==> src/rtl/fb_rect_writer_if.sv <==
// Command handshake and frame-buffer port bundle for the rectangle drawing engine.
// The slave side belongs to the engine; the master side issues commands and owns the buffer.
interface fb_rect_writer_if;
    logic        CMD_VALID;
    logic        CMD_READY;
    logic [1:0]  CMD_OP;
    logic [7:0]  CMD_X0;
    logic [7:0]  CMD_X1;
    logic [6:0]  CMD_Y0;
    logic [6:0]  CMD_Y1;
    logic        CMD_VALUE;
    logic [14:0] BUF_ADDR;
    logic        BUF_WE;
    logic        BUF_WDATA;
    logic        BUF_RDATA;
    logic        BUSY;
    logic        DONE;

    modport slave (
        input  CMD_VALID, CMD_OP, CMD_X0, CMD_X1, CMD_Y0, CMD_Y1, CMD_VALUE, BUF_RDATA,
        output CMD_READY, BUF_ADDR, BUF_WE, BUF_WDATA, BUSY, DONE
    );

    modport master (
        output CMD_VALID, CMD_OP, CMD_X0, CMD_X1, CMD_Y0, CMD_Y1, CMD_VALUE, BUF_RDATA,
        input  CMD_READY, BUF_ADDR, BUF_WE, BUF_WDATA, BUSY, DONE
    );
endinterface

==> src/rtl/fb_rect_writer.sv <==
// Drawing engine for the 160x120 1bpp frame buffer: clear, fill, set pixel and
// invert (read-modify-write), walking the target pixels in raster order.
module fb_rect_writer (
    input  logic               CLK,
    input  logic               RESET,
    fb_rect_writer_if.slave    bus
);
    typedef enum logic [2:0] {
        ST_IDLE   = 3'd0,
        ST_LOAD   = 3'd1,
        ST_FILL   = 3'd2,
        ST_RD     = 3'd3,
        ST_RMW    = 3'd4,
        ST_FINISH = 3'd5
    } state_e;

    localparam logic [7:0] X_MAX = 8'd159;
    localparam logic [6:0] Y_MAX = 7'd119;

    state_e      state_q, state_d;
    logic [1:0]  op_q, op_d;
    logic        value_q, value_d;
    logic [7:0]  x0_q, x0_d, x1_q, x1_d, x_q, x_d;
    logic [6:0]  y0_q, y0_d, y1_q, y1_d, y_q, y_d;

    logic [7:0]  lx0_s, lx1_s;
    logic [6:0]  ly0_s, ly1_s;
    logic        empty_s;
    logic        last_s;
    logic [7:0]  nx_s;
    logic [6:0]  ny_s;

    // Clamped rectangle bounds for the latched command, used only in LOAD.
    always_comb begin
        lx0_s = (x0_q > X_MAX) ? X_MAX : x0_q;
        lx1_s = (x1_q > X_MAX) ? X_MAX : x1_q;
        ly0_s = (y0_q > Y_MAX) ? Y_MAX : y0_q;
        ly1_s = (y1_q > Y_MAX) ? Y_MAX : y1_q;
        case (op_q)
            2'b00: begin
                lx0_s = 8'd0;
                lx1_s = X_MAX;
                ly0_s = 7'd0;
                ly1_s = Y_MAX;
            end
            2'b10: begin
                lx1_s = lx0_s;
                ly1_s = ly0_s;
            end
            default: begin
                lx1_s = lx1_s;
            end
        endcase
        empty_s = (lx0_s > lx1_s) || (ly0_s > ly1_s);
    end

    // Raster cursor advance: wrap to the left edge at the right edge.
    always_comb begin
        last_s = (x_q == x1_q) && (y_q == y1_q);
        if (x_q == x1_q) begin
            nx_s = x0_q;
            ny_s = y_q + 7'd1;
        end else begin
            nx_s = x_q + 8'd1;
            ny_s = y_q;
        end
    end

    // Next-state and datapath register update.
    always_comb begin
        state_d = state_q;
        op_d    = op_q;
        value_d = value_q;
        x0_d    = x0_q;
        x1_d    = x1_q;
        y0_d    = y0_q;
        y1_d    = y1_q;
        x_d     = x_q;
        y_d     = y_q;
        case (state_q)
            ST_IDLE: begin
                if (bus.CMD_VALID) begin
                    op_d    = bus.CMD_OP;
                    value_d = bus.CMD_VALUE;
                    x0_d    = bus.CMD_X0;
                    x1_d    = bus.CMD_X1;
                    y0_d    = bus.CMD_Y0;
                    y1_d    = bus.CMD_Y1;
                    state_d = ST_LOAD;
                end else begin
                    state_d = ST_IDLE;
                end
            end
            ST_LOAD: begin
                x0_d = lx0_s;
                x1_d = lx1_s;
                y0_d = ly0_s;
                y1_d = ly1_s;
                x_d  = lx0_s;
                y_d  = ly0_s;
                if (empty_s) begin
                    state_d = ST_FINISH;
                end else if (op_q == 2'b11) begin
                    state_d = ST_RD;
                end else begin
                    state_d = ST_FILL;
                end
            end
            ST_FILL: begin
                x_d     = nx_s;
                y_d     = ny_s;
                state_d = last_s ? ST_FINISH : ST_FILL;
            end
            ST_RD: begin
                state_d = ST_RMW;
            end
            ST_RMW: begin
                x_d     = nx_s;
                y_d     = ny_s;
                state_d = last_s ? ST_FINISH : ST_RD;
            end
            ST_FINISH: begin
                state_d = ST_IDLE;
            end
            default: begin
                state_d = ST_IDLE;
            end
        endcase
    end

    // State and datapath registers with synchronous active-low reset.
    always_ff @(posedge CLK) begin
        if (!RESET) begin
            state_q <= ST_IDLE;
            op_q    <= 2'd0;
            value_q <= 1'b0;
            x0_q    <= 8'd0;
            x1_q    <= 8'd0;
            y0_q    <= 7'd0;
            y1_q    <= 7'd0;
            x_q     <= 8'd0;
            y_q     <= 7'd0;
        end else begin
            state_q <= state_d;
            op_q    <= op_d;
            value_q <= value_d;
            x0_q    <= x0_d;
            x1_q    <= x1_d;
            y0_q    <= y0_d;
            y1_q    <= y1_d;
            x_q     <= x_d;
            y_q     <= y_d;
        end
    end

    // Outputs decoded from the state register; invert write data uses last cycle's read.
    always_comb begin
        bus.CMD_READY = (state_q == ST_IDLE);
        bus.BUSY      = (state_q != ST_IDLE);
        bus.DONE      = 1'b0;
        bus.BUF_WE    = 1'b0;
        bus.BUF_ADDR  = 15'd0;
        bus.BUF_WDATA = 1'b0;
        case (state_q)
            ST_FILL: begin
                bus.BUF_WE    = 1'b1;
                bus.BUF_ADDR  = {y_q, x_q};
                bus.BUF_WDATA = value_q;
            end
            ST_RD: begin
                bus.BUF_ADDR  = {y_q, x_q};
            end
            ST_RMW: begin
                bus.BUF_WE    = 1'b1;
                bus.BUF_ADDR  = {y_q, x_q};
                bus.BUF_WDATA = ~bus.BUF_RDATA;
            end
            ST_FINISH: begin
                bus.DONE      = 1'b1;
            end
            default: begin
                bus.BUF_WE    = 1'b0;
            end
        endcase
    end
endmodule

==> src/flat_wrapper.sv <==
// flat-port wrapper written by rule: the top's interface ports become plain ports
module fb_rect_writer_flat 
  (CLK, RESET, bus_CMD_VALID, bus_CMD_OP, bus_CMD_X0, bus_CMD_X1, bus_CMD_Y0, bus_CMD_Y1, bus_CMD_VALUE, bus_BUF_RDATA, bus_CMD_READY, bus_BUF_ADDR, bus_BUF_WE, bus_BUF_WDATA, bus_BUSY, bus_DONE);
  fb_rect_writer_if bus_i ();
  input  logic CLK;
  input  logic RESET;
  input wire logic [$bits(bus_i.CMD_VALID)-1:0] bus_CMD_VALID;
  input wire logic [$bits(bus_i.CMD_OP)-1:0] bus_CMD_OP;
  input wire logic [$bits(bus_i.CMD_X0)-1:0] bus_CMD_X0;
  input wire logic [$bits(bus_i.CMD_X1)-1:0] bus_CMD_X1;
  input wire logic [$bits(bus_i.CMD_Y0)-1:0] bus_CMD_Y0;
  input wire logic [$bits(bus_i.CMD_Y1)-1:0] bus_CMD_Y1;
  input wire logic [$bits(bus_i.CMD_VALUE)-1:0] bus_CMD_VALUE;
  input wire logic [$bits(bus_i.BUF_RDATA)-1:0] bus_BUF_RDATA;
  output wire logic [$bits(bus_i.CMD_READY)-1:0] bus_CMD_READY;
  output wire logic [$bits(bus_i.BUF_ADDR)-1:0] bus_BUF_ADDR;
  output wire logic [$bits(bus_i.BUF_WE)-1:0] bus_BUF_WE;
  output wire logic [$bits(bus_i.BUF_WDATA)-1:0] bus_BUF_WDATA;
  output wire logic [$bits(bus_i.BUSY)-1:0] bus_BUSY;
  output wire logic [$bits(bus_i.DONE)-1:0] bus_DONE;
  assign bus_i.CMD_VALID = bus_CMD_VALID;
  assign bus_i.CMD_OP = bus_CMD_OP;
  assign bus_i.CMD_X0 = bus_CMD_X0;
  assign bus_i.CMD_X1 = bus_CMD_X1;
  assign bus_i.CMD_Y0 = bus_CMD_Y0;
  assign bus_i.CMD_Y1 = bus_CMD_Y1;
  assign bus_i.CMD_VALUE = bus_CMD_VALUE;
  assign bus_i.BUF_RDATA = bus_BUF_RDATA;
  assign bus_CMD_READY = bus_i.CMD_READY;
  assign bus_BUF_ADDR = bus_i.BUF_ADDR;
  assign bus_BUF_WE = bus_i.BUF_WE;
  assign bus_BUF_WDATA = bus_i.BUF_WDATA;
  assign bus_BUSY = bus_i.BUSY;
  assign bus_DONE = bus_i.DONE;
  fb_rect_writer u_core (.CLK(CLK), .RESET(RESET), .bus(bus_i));
endmodule
==> config.mk <==
export PLATFORM = sky130hd
export DESIGN_NAME = fb_rect_writer_flat
export DESIGN_NICKNAME = d
export VERILOG_FILES = /design/src/rtl/fb_rect_writer_if.sv /design/src/rtl/fb_rect_writer.sv /design/src/flat_wrapper.sv
export SDC_FILE = /design/constraint.sdc
export NUM_CORES = 1
export LEC_CHECK = 0
export ABC_AREA = 0
export BUFFER_PORTS_ARGS = -buffer_cell sky130_fd_sc_hd__buf_2
export CORE_MARGIN = 5
export CORE_UTILIZATION = 45
export CTS_BUF_LIST = sky130_fd_sc_hd__clkbuf_2 sky130_fd_sc_hd__clkbuf_4 sky130_fd_sc_hd__clkbuf_8
export CTS_CLUSTER_SIZE = 10
export DETAILED_ROUTE_END_ITERATION = 10
export PLACE_DENSITY = 0.64
export SYNTH_ARGS = -nofsm -noshare
export SYNTH_HDL_FRONTEND = slang
export SYNTH_SLANG_ARGS = --single-unit
==> constraint.sdc <==
create_clock -name CLK -period 2.82 [get_ports CLK]
set_input_delay 0.282 -clock CLK [delete_from_list [all_inputs] [get_ports CLK]]
set_output_delay 0.282 -clock CLK [all_outputs]
set_load 0.005 [all_outputs]
==> impl_metrics.ini, run 1 <==
[die]
initial_utilization_pct = 45.8
die_y_um = 98.5
die_w_um = 98.5
num_rows = 32
io_pins = 57
die_area_um2 = 9700
coreArea_um2 = 7690

[sta]
maxSlewViolCount = 0
fin_skew_ns = 0.00895
period_minus_slack_ns = 2.64
slew_headroom_pct = 46.8
fin_crit_sh_pct = 93.5
hold_viol = 0
timing.setup.tns_ns = 0
worst_slew_pin_slew_ns = 0.797
timing.fmax_mhz = 379
rsz0062_at_grt = no
setup_violations = 0

[synth]
synthCells = 437
avgSynthCellArea_um2 = 8.06
yosysUniqueCellTypes = 64
ys.flop_type = dfxtp_1
yosysWarnings = 0
ys_seq_elements = 51
synth_edf_count = 0
syn_area_um2 = 3520
synth.yosys.seq_area_share_pct = 29.0
syn-num-nets = 490
async_flop_share_pct = 0

[finish]
multi_input_comb_area_um2 = 2310
antenna_cells = 0
final_nets = 543
n_fill_cell = 798
drive_gt1_share_pct = 20.6
area_growth_pct = 13.3
register_area_um2 = 1020

[clock_tree]
clock-root-buffer = clkbuf_8
cts_max_level = 2
cts_tree = built
numCtsBuffers = 5
post_cts_resize_count = 0
clock-sinks = 51
cts_setup_buffers = 0
clk_latency_ns = 0.31
cts_buffer_depth = 2
path_clk_slew_ns = 0.10
holdBufCountCts = 0

[detailed_routing]
drtIter0Drc = 341
drc_errors = 0
routedWlPerCell_um = 18.1
first_pass_iters = 5
totalWireLength_um = 10700
vias = 3546
avgViaCountPerCell = 5.98
ant_nets = 0

[global_routing]
grt_pass1_vias = 3319
grt_pass1_wl_um = 17400
antenna_found_initial = 0
overflow = 0
grt_max_degree = 40
track_usage_pct = 21.9

[worst_hold_path]
worstHoldStart = bus_CMD_OP[0]
hold_class = primary input to flop

[power]
p_per_area_nw_per_um2 = 780
ir_worst_vdd_v = 0.000502
power_mw = 3.11
power_leakage_nw = 1.63

[flow_run]
maxCapViolCount = 0

[critical_path]
crit_arrival_ns = 2.90
worstSetupEndpointType = flop
r2r_start = u_core.op_q[0]
cp-start-kind = flop
cp-startpoint = u_core.op_q[0]
path_max_fanout = 11
crit_type = flop to flop
cp_data_required_time_ns = 3.08

[placed_design]
place.port_buffers = 56
routabilityCongestion = 0.910
hpwl_um = 7970

[outcome]
outcome = complete, no violations
==> layout by cell type (no fill, tap or decap), drive strengths merged, types with 11 or more instances in the layout <==
cell	count
a21boi	11
a221oi	14
and2	13
o21ai	25
xnor2	11
inv	13
nor2	46
ha	16
nand2	33
nor2b	33
dfxtp	51
nor3	14
a22oi	19
buf	71
a21oi	17
==> metrics by stage <==
stage,std cells,hold slack (ns),util (%),area (um^2),setup WS (ns)
2_1_floorplan,437,0.427,-,3520,0.435
3_3_place_gp,585,0.467,50.7,3900,0.234
3_5_place_dp,585,0.484,50.7,3900,0.206
4_1_cts,593,0.214,51.9,3990,0.173
5_1_grt,593,0.217,51.9,3990,0.00107
6_report,593,0.215,51.9,3990,0.182
==> worst paths after layout <==
| kind | endpoint | slack [ns] | depth (start not counted) |
|---|---|---|---|
| worst max-delay path | u_core.state_q[1] | 0.18 | 9 |
| worst min-delay path | u_core.op_q[0] | 0.21 | 3 |
| worst max register to register | u_core.state_q[1] | 0.18 | 9 |
| worst min register to register | u_core.value_q | 0.49 | 2 |
==> cells by family after synthesis <==
family / after synthesis / synth area share (%)
buffers and inverters: 38 / 5.61
AND/OR/NAND/NOR: 177 / 26.3
AO/OA/AOI/OAI: 132 / 27.4
XOR/XNOR: 21 / 5.43
flip-flops: 51 / 29.0
adder cells (fa/ha/maj): 16 / 5.68
multiplexers: 2 / 0.604
==> state kept, by name, summed over array words and instances (netlist names) <==
signal and count:
u_core.value_q 1, u_core.x_q 8, u_core.state_q 3, u_core.y_q 7
u_core.y1_q 7, u_core.x0_q 8, u_core.y0_q 7, u_core.op_q 2
u_core.x1_q 8
==> cell type report <==
cell class | count | share of cell area, %
Tap cell | 102 | 3.20
Clock inverter | 2 | 0.313
Timing Repair Buffer | 71 | 9.84
Clock buffer | 6 | 1.91
Multi-Input combinational cell | 348 | 57.8
Sequential cell | 51 | 25.6
Inverter | 13 | 1.29
==> critical path: stages, from the launching register on <==
cell and delay, ns:
dfxtp_1 0.40, or2_2 0.43, and2_1 0.20, ha_1 0.30, a21o_1 0.16, a21o_1 0.17
a2111oi_0 0.41, buf_4 0.18, o22a_1 0.17, a31o_1 0.15
==> metal layers <==
metal  global-route usage, %  routed length [um]  vias up
met4                    4.94                  91        0
met5                       0                   0        -
li1                        -                   -     1712
met3                    3.18                 879       10
met1                    33.4                5150     1658
met2                    32.4                4630      166
==> cells in the mapped netlist, types with 4 or more instances <==
master    number  area share [%]
clkbuf_1       9            0.96
o22ai_1        9             1.6
nor2b_1       33             5.9
o22a_1         4            0.99
nand3_1       10             1.4
a22oi_1       19             4.0
nand2_1       32             3.4
o21ai_0       15             2.1
o211ai_1       4            0.85
nor2_1        44             4.7
buf_2          8             1.1
a21oi_1       17             2.4
dfxtp_1       51              29
and3_1         9             1.6
ha_1          16             5.7
o21ai_1        9             1.3
xor2_1        10             2.5
xnor2_1       10             2.5
nand4_1        8             1.4
nor3_1        12             1.7
a31oi_1        5            0.89
and2_1        13             2.3
a21boi_0      10             2.1
a221oi_1      13             3.2
inv_1         11             1.2
buf_6          4             1.3
==> power by group <==
part / total [mW] / internal [mW] / switching [mW]
Combinational: 1.57 / 0.617 / 0.954
Clock: 0.442 / 0.184 / 0.258
Sequential: 1.10 / 0.865 / 0.236
Total: 3.11 / 1.67 / 1.45
Power figures use the tool's default switching activity.
==> run 2: changes to the inputs <==
Settings changed: ABC_AREA 0 to 1.
==> run 2 against run 1 <==
First-iteration DRC count is 29% lower. Non-clock buffer count is 13 lower. Maximum frequency is 6.8% higher. Clock skew is 0.0015 ns higher. Flip-flop and latch count stayed put. Critical path type unchanged. Largest cell class unchanged.
==> impl_metrics.ini, run 2 <==
[outcome]
outcome = complete, no violations

[sta]
fin_skew_ns = 0.0105
hold_viol = 0
maxSlewViolCount = 0
fin_crit_sh_pct = 87.6
timing.fmax_mhz = 405
worst_slew_pin_slew_ns = 0.592
slew_headroom_pct = 60.5
rsz0062_at_grt = no
period_minus_slack_ns = 2.47
timing.setup.tns_ns = 0
setup_violations = 0

[detailed_routing]
ant_nets = 0
first_pass_iters = 5
drtIter0Drc = 243
avgViaCountPerCell = 5.28
drc_errors = 0
routedWlPerCell_um = 15.4
totalWireLength_um = 10600
vias = 3646

[power]
ir_worst_vdd_v = 0.000325
p_clk_share_pct = 18.5
p_sw_mw = 1.03
power_mw = 2.35
pwr-share-comb_pct = 42.0
seqPwrFrac_pct = 39.5
power_leakage_nw = 1.88
p_per_area_nw_per_um2 = 591
internal_power_mw = 1.32
switching_share_pct = 43.7

[clock_tree]
numCtsBuffers = 5
path_clk_slew_ns = 0.10
cts_buffer_depth = 2
post_cts_resize_count = 0
holdBufCountCts = 0
clk_latency_ns = 0.31
clock-root-buffer = clkbuf_8
clock-sinks = 51
cts_max_level = 2
cts_setup_buffers = 0
cts_tree = built

[critical_path]
max_stage_delay_ns = 0.36
cp_data_required_time_ns = 3.00
worstSetupEndpointType = flop
crit_slowest_cell = clkinv_1
r2r_start = u_core.op_q[1]
path_max_fanout = 10
cp-startpoint = u_core.op_q[1]
worstPathCellList = inv_1, nor2_1, clkinv_1, o32ai_1, ha_1, inv_1, nor2_1, o21ai_0, a21boi_0, o21ai_0, nand2_1, nand2_1, a21oi_1
crit_arrival_ns = 2.65
cp-start-kind = flop
crit_type = flop to flop

[synth]
synth.area.mux_share_pct = 0
async_flop_share_pct = 0
synth_common_cells = 133 x nand2_1, 75 x inv_1, 59 x nor2_1, 51 x dfxtp_1
synthCells = 539
synth_edf_count = 0
yosysWarnings = 0
ys_seq_elements = 51
syn-num-nets = 592
yosysUniqueCellTypes = 48
ys.flop_type = dfxtp_1
synth_top_area_share_pct = 28.4
synth.area.top_cells = dfxtp_1 28%, nand2_1 14%, inv_1 7.8%
syn_area_um2 = 3600
synth_top_family_by_area = simple AND/OR/NAND/NOR gates
synth.most_common_cell = nand2_1
synthXorXnorAreaFrac_pct = 3.65
yosys.area_share.adder_pct = 5.56
synth.yosys.seq_area_share_pct = 28.4
avgSynthCellArea_um2 = 6.68
synthSimpleGateAreaFrac_pct = 29.4
yosysTopAreaCell = dfxtp_1
synth-compound-area-share_pct = 19.9

[global_routing]
grt_max_degree = 30
grt_pass1_wl_um = 17300
antenna_found_initial = 0
track_usage_pct = 21.6
overflow = 0
grt_pass1_vias = 3458

[placed_design]
place.port_buffers = 56
routabilityCongestion = 0.896
hpwl_um = 8090
placedCellCount = 682

[flow_run]
maxCapViolCount = 0

[worst_hold_path]
hold_class = primary input to flop
worstHoldStart = bus_CMD_Y0[3]

[finish]
n_fill_cell = 863
antenna_cells = 0
reg_top3 = u_core.x0_q (8), u_core.x1_q (8), u_core.x_q (8)
drive_gt1_share_pct = 17.0
mostFrequentLayoutCells = 133 x nand2_1, 75 x inv_1, 59 x nor2_1
final_common_cell = nand2_1
finalNonFillerCells = 690
final_nets = 640
area_growth_pct = 10.5

[die]
die_w_um = 99.4
coreArea_um2 = 7770
initial_utilization_pct = 46.3
num_rows = 32
die_y_um = 99.4
die_area_um2 = 9890
io_pins = 57
[run 2: kinds of logic (layout without fill, tap and decap cells)]
group                    count (synthesis)  count (layout)
adder cells (fa/ha/maj)                 16              16
buffers and inverters                  106             155
AO/OA/AOI/OAI                          113             113
XOR/XNOR                                15              15
AND/OR/NAND/NOR                        238             238
flip-flops                              51              51
[run 2: power by group through the flow]
| stage | Clock, mW | Sequential (mW) | Combinational, mW |
|---|---|---|---|
| 3_5_place_dp | 0 | 0.943 | 0.983 |
| 2_1_floorplan | 0 | 0.907 | 0.794 |
| 5_1_grt | 0.473 | 0.943 | 1.11 |
| 3_3_place_gp | 0 | 0.941 | 0.963 |
| 6_report | 0.435 | 0.928 | 0.988 |
| 4_1_cts | 0.443 | 0.926 | 0.987 |
[run 2: critical path, delay by kind of cell, from the launching register on]
| family | cells | cell delay (ns) |
|---|---|---|
| compound gates | 5 | 0.75 |
| buf+inv | 3 | 0.50 |
| simple gates | 4 | 0.44 |
| flops | 1 | 0.32 |
| fa+ha+maj | 1 | 0.31 |
[run 2: worst paths after layout]
kind,cells after the start,endpoint,slack [ns]
setup reg to reg,13,u_core.state_q[0],0.35
setup / recovery,13,u_core.state_q[0],0.35
hold reg to reg,2,u_core.value_q,0.48
hold / removal,3,u_core.y0_q[3],0.23
[run 2: metal layers]
metal / vias up / track usage (%) / wire, um
met5: - / 0 / 0
met4: 0 / 4.94 / 75
met3: 7 / 3.09 / 710
met2: 114 / 34.6 / 4700
met1: 1663 / 30.6 / 5120
li1: 1862 / - / -
[run 2: final cells by class]
cell class / count / area (um^2) / share of cell area, %
Sequential cell: 51 / 1020 / 25.7
Timing Repair Buffer: 58 / 295 / 7.43
Tap cell: 102 / 128 / 3.21
Clock buffer: 5 / 68.8 / 1.73
Clock inverter: 3 / 15.0 / 0.378
Inverter: 89 / 344 / 8.65
Multi-Input combinational cell: 382 / 2100 / 52.9
[run 2: per-stage QoR]
stage / utilization, % / setup slack, ns / hold WS, ns / instance area [um^2]
6_report: 51.2 / 0.350 / 0.230 / 3980
5_1_grt: 51.2 / 0.0677 / 0.230 / 3980
4_1_cts: 51.2 / 0.380 / 0.223 / 3980
3_5_place_dp: 50.1 / 0.422 / 0.476 / 3890
3_3_place_gp: 50.1 / 0.503 / 0.441 / 3890
2_1_floorplan: - / 0.783 / 0.420 / 3600
==> run 3: changes to the inputs <==
Settings changed: CELL_PAD_IN_SITES_DETAIL_PLACEMENT from default to 0, CELL_PAD_IN_SITES_GLOBAL_PLACEMENT from default to 2, CORE_UTILIZATION 45 to 32, PLACE_DENSITY 0.64 to 0.8.
==> run 3 against run 2 <==
Largest power group unchanged. Cell area up 1.5%. Critical endpoint is now u_core.state_q[2]. Core utilization decreased by 14 points. Clock power rose by 6.7%. Sequential power about the same.
==> impl_metrics.ini, run 3 (synthesis results as in run 2) <==
[global_routing]
grt_max_degree = 30
overflow = 0
antenna_found_initial = 0
grt_pass1_vias = 3534
use_met2_pct = 26.1
track_usage_pct = 17.8
grt_pass1_wl_um = 18700
use_met3_pct = 2.14
grt_use_met1_pct = 27.6
busiest_layer = met1

[finish]
mostFrequentLayoutCells = 133 x nand2_1, 75 x inv_1, 59 x nor2_1
final_area_um2 = 4040
final_nets = 641
n_fill_cell = 1267
area_growth_pct = 12.2
reg_top3 = u_core.x0_q (8), u_core.x1_q (8), u_core.x_q (8)
drive_gt1_share_pct = 17.3
antenna_cells = 0
final_common_cell = nand2_1
finalNonFillerCells = 729

[critical_path]
path_buf_inv = 3
path_delay_family = compound AO/OA/AOI/OAI gates
worstPathCellList = inv_2, nand2_2, inv_2, a21oi_1, ha_1, inv_1, nor2_1, o21ai_0, a21boi_0, o21ai_0, nand2_1, nand2_1, a21oi_1
worstSetupEndpointType = flop
path_max_fanout = 12
crit_arrival_ns = 2.51
cp-start-kind = flop
crit_slowest_cell = dfxtp_1
crit_type = flop to flop
cp_data_required_time_ns = 3.00
max_stage_delay_ns = 0.36

[placed_design]
routabilityCongestion = 0.818
place.port_buffers = 56
hpwl_um = 8810
placedCellCount = 721
place_area_um2 = 3950

[detailed_routing]
ant_nets = 0
first_pass_iters = 4
avgViaCountPerCell = 4.98
drtIter0Drc = 206
vias = 3634
routedWlPerCell_um = 16.0
drc_errors = 0
totalWireLength_um = 11700

[sta]
period_minus_slack_ns = 2.33
fin_skew_ns = 0.00897
timing.fmax_mhz = 430
rsz0062_at_grt = no
timing.setup.tns_ns = 0
maxSlewViolCount = 0
hold_viol = 0
worst_slew_pin_slew_ns = 0.574
slew_headroom_pct = 61.7
fin_crit_sh_pct = 82.5
setup_violations = 0

[power]
power_leakage_nw = 1.88
internal_power_mw = 1.35
pwr-share-comb_pct = 42.0
ir_worst_vdd_v = 0.000267
p_sw_mw = 1.05
seqPwrFrac_pct = 38.7
p_clk_share_pct = 19.3
p_per_area_nw_per_um2 = 596
switching_share_pct = 43.8

[die]
die_y_um = 116
io_pins = 57
num_rows = 38
coreArea_um2 = 10900
die_w_um = 116
die_area_um2 = 13500
initial_utilization_pct = 32.9

[clock_tree]
clk_latency_ns = 0.31
cts_setup_buffers = 0
clock-root-buffer = clkbuf_8
numCtsBuffers = 5
path_clk_slew_ns = 0.11
cts_max_level = 2
cts_tree = built
cts_buffer_depth = 2
clock-sinks = 51

[outcome]
outcome = complete, no violations

[flow_run]
maxCapViolCount = 0

[worst_hold_path]
hold_class = primary input to flop
run 3: cell types whose count changed in the layout (fill, tap and decap cells not counted), sizes merged:
cell,delta
clkinv,-3
inv,+1
buf,+1
clkbuf,+2
run 3: routing by layer:
metal	up-vias	routed length, um
li1	1870	-
met1	1656	6120
met2	102	4830
met3	6	615
met4	0	102
met5	-	0
run 3: what timing repair did:
| action | CTS | global route |
|---|---|---|
| resized for setup | 0 | 1 |
| endpoints found under the setup margin | 0 | 2 |
| hold buffers | 0 | 0 |
run 3: final timing paths:
kind                  startpoint           endpoint  slack [ns]  cells after the start
setup / recovery  u_core.op_q[0]  u_core.state_q[2]        0.49                     13
setup reg to reg  u_core.op_q[0]  u_core.state_q[2]        0.49                     13
hold / removal     bus_CMD_Y0[2]     u_core.y0_q[2]        0.21                      3
hold reg to reg   u_core.value_q     u_core.value_q        0.46                      2
run 3: worst min-delay path: stages:
cell	delay [ns]
buf_2	0.09
nand2_1	0.05
a21oi_1	0.05
run 3: area by class of cell:
| cell class | instances | area (um^2) | share of cell area, % |
|---|---|---|---|
| multi-input cells | 382 | 2100 | 52.1 |
| flip-flops and latches | 51 | 1020 | 25.3 |
| inverters | 89 | 344 | 8.52 |
| repair buffers | 59 | 303 | 7.50 |
| well taps | 140 | 175 | 4.34 |
| clock buffers | 7 | 83.8 | 2.08 |
| clock inverters | 1 | 5.00 | 0.124 |
run 3: metrics by stage:
stage	util, %	total power, mW	hold WS [ns]	setup WS (ns)
global route	36.9	2.60	0.215	0.214
CTS	36.9	2.42	0.200	0.265
finish	36.9	2.40	0.215	0.493
floorplan	-	1.70	0.420	0.783
detailed placement	36.1	1.96	0.454	0.273
global placement	36.1	1.95	0.448	0.473
run 3: power by group through the flow:
stage / clock network, mW / logic, mW / registers, mW
after detailed placement: 0 / 1.01 / 0.946
final: 0.464 / 1.01 / 0.930
after global placement: 0 / 1.00 / 0.945
after CTS: 0.476 / 1.01 / 0.929
after global routing: 0.509 / 1.15 / 0.946
after floorplan: 0 / 0.794 / 0.907
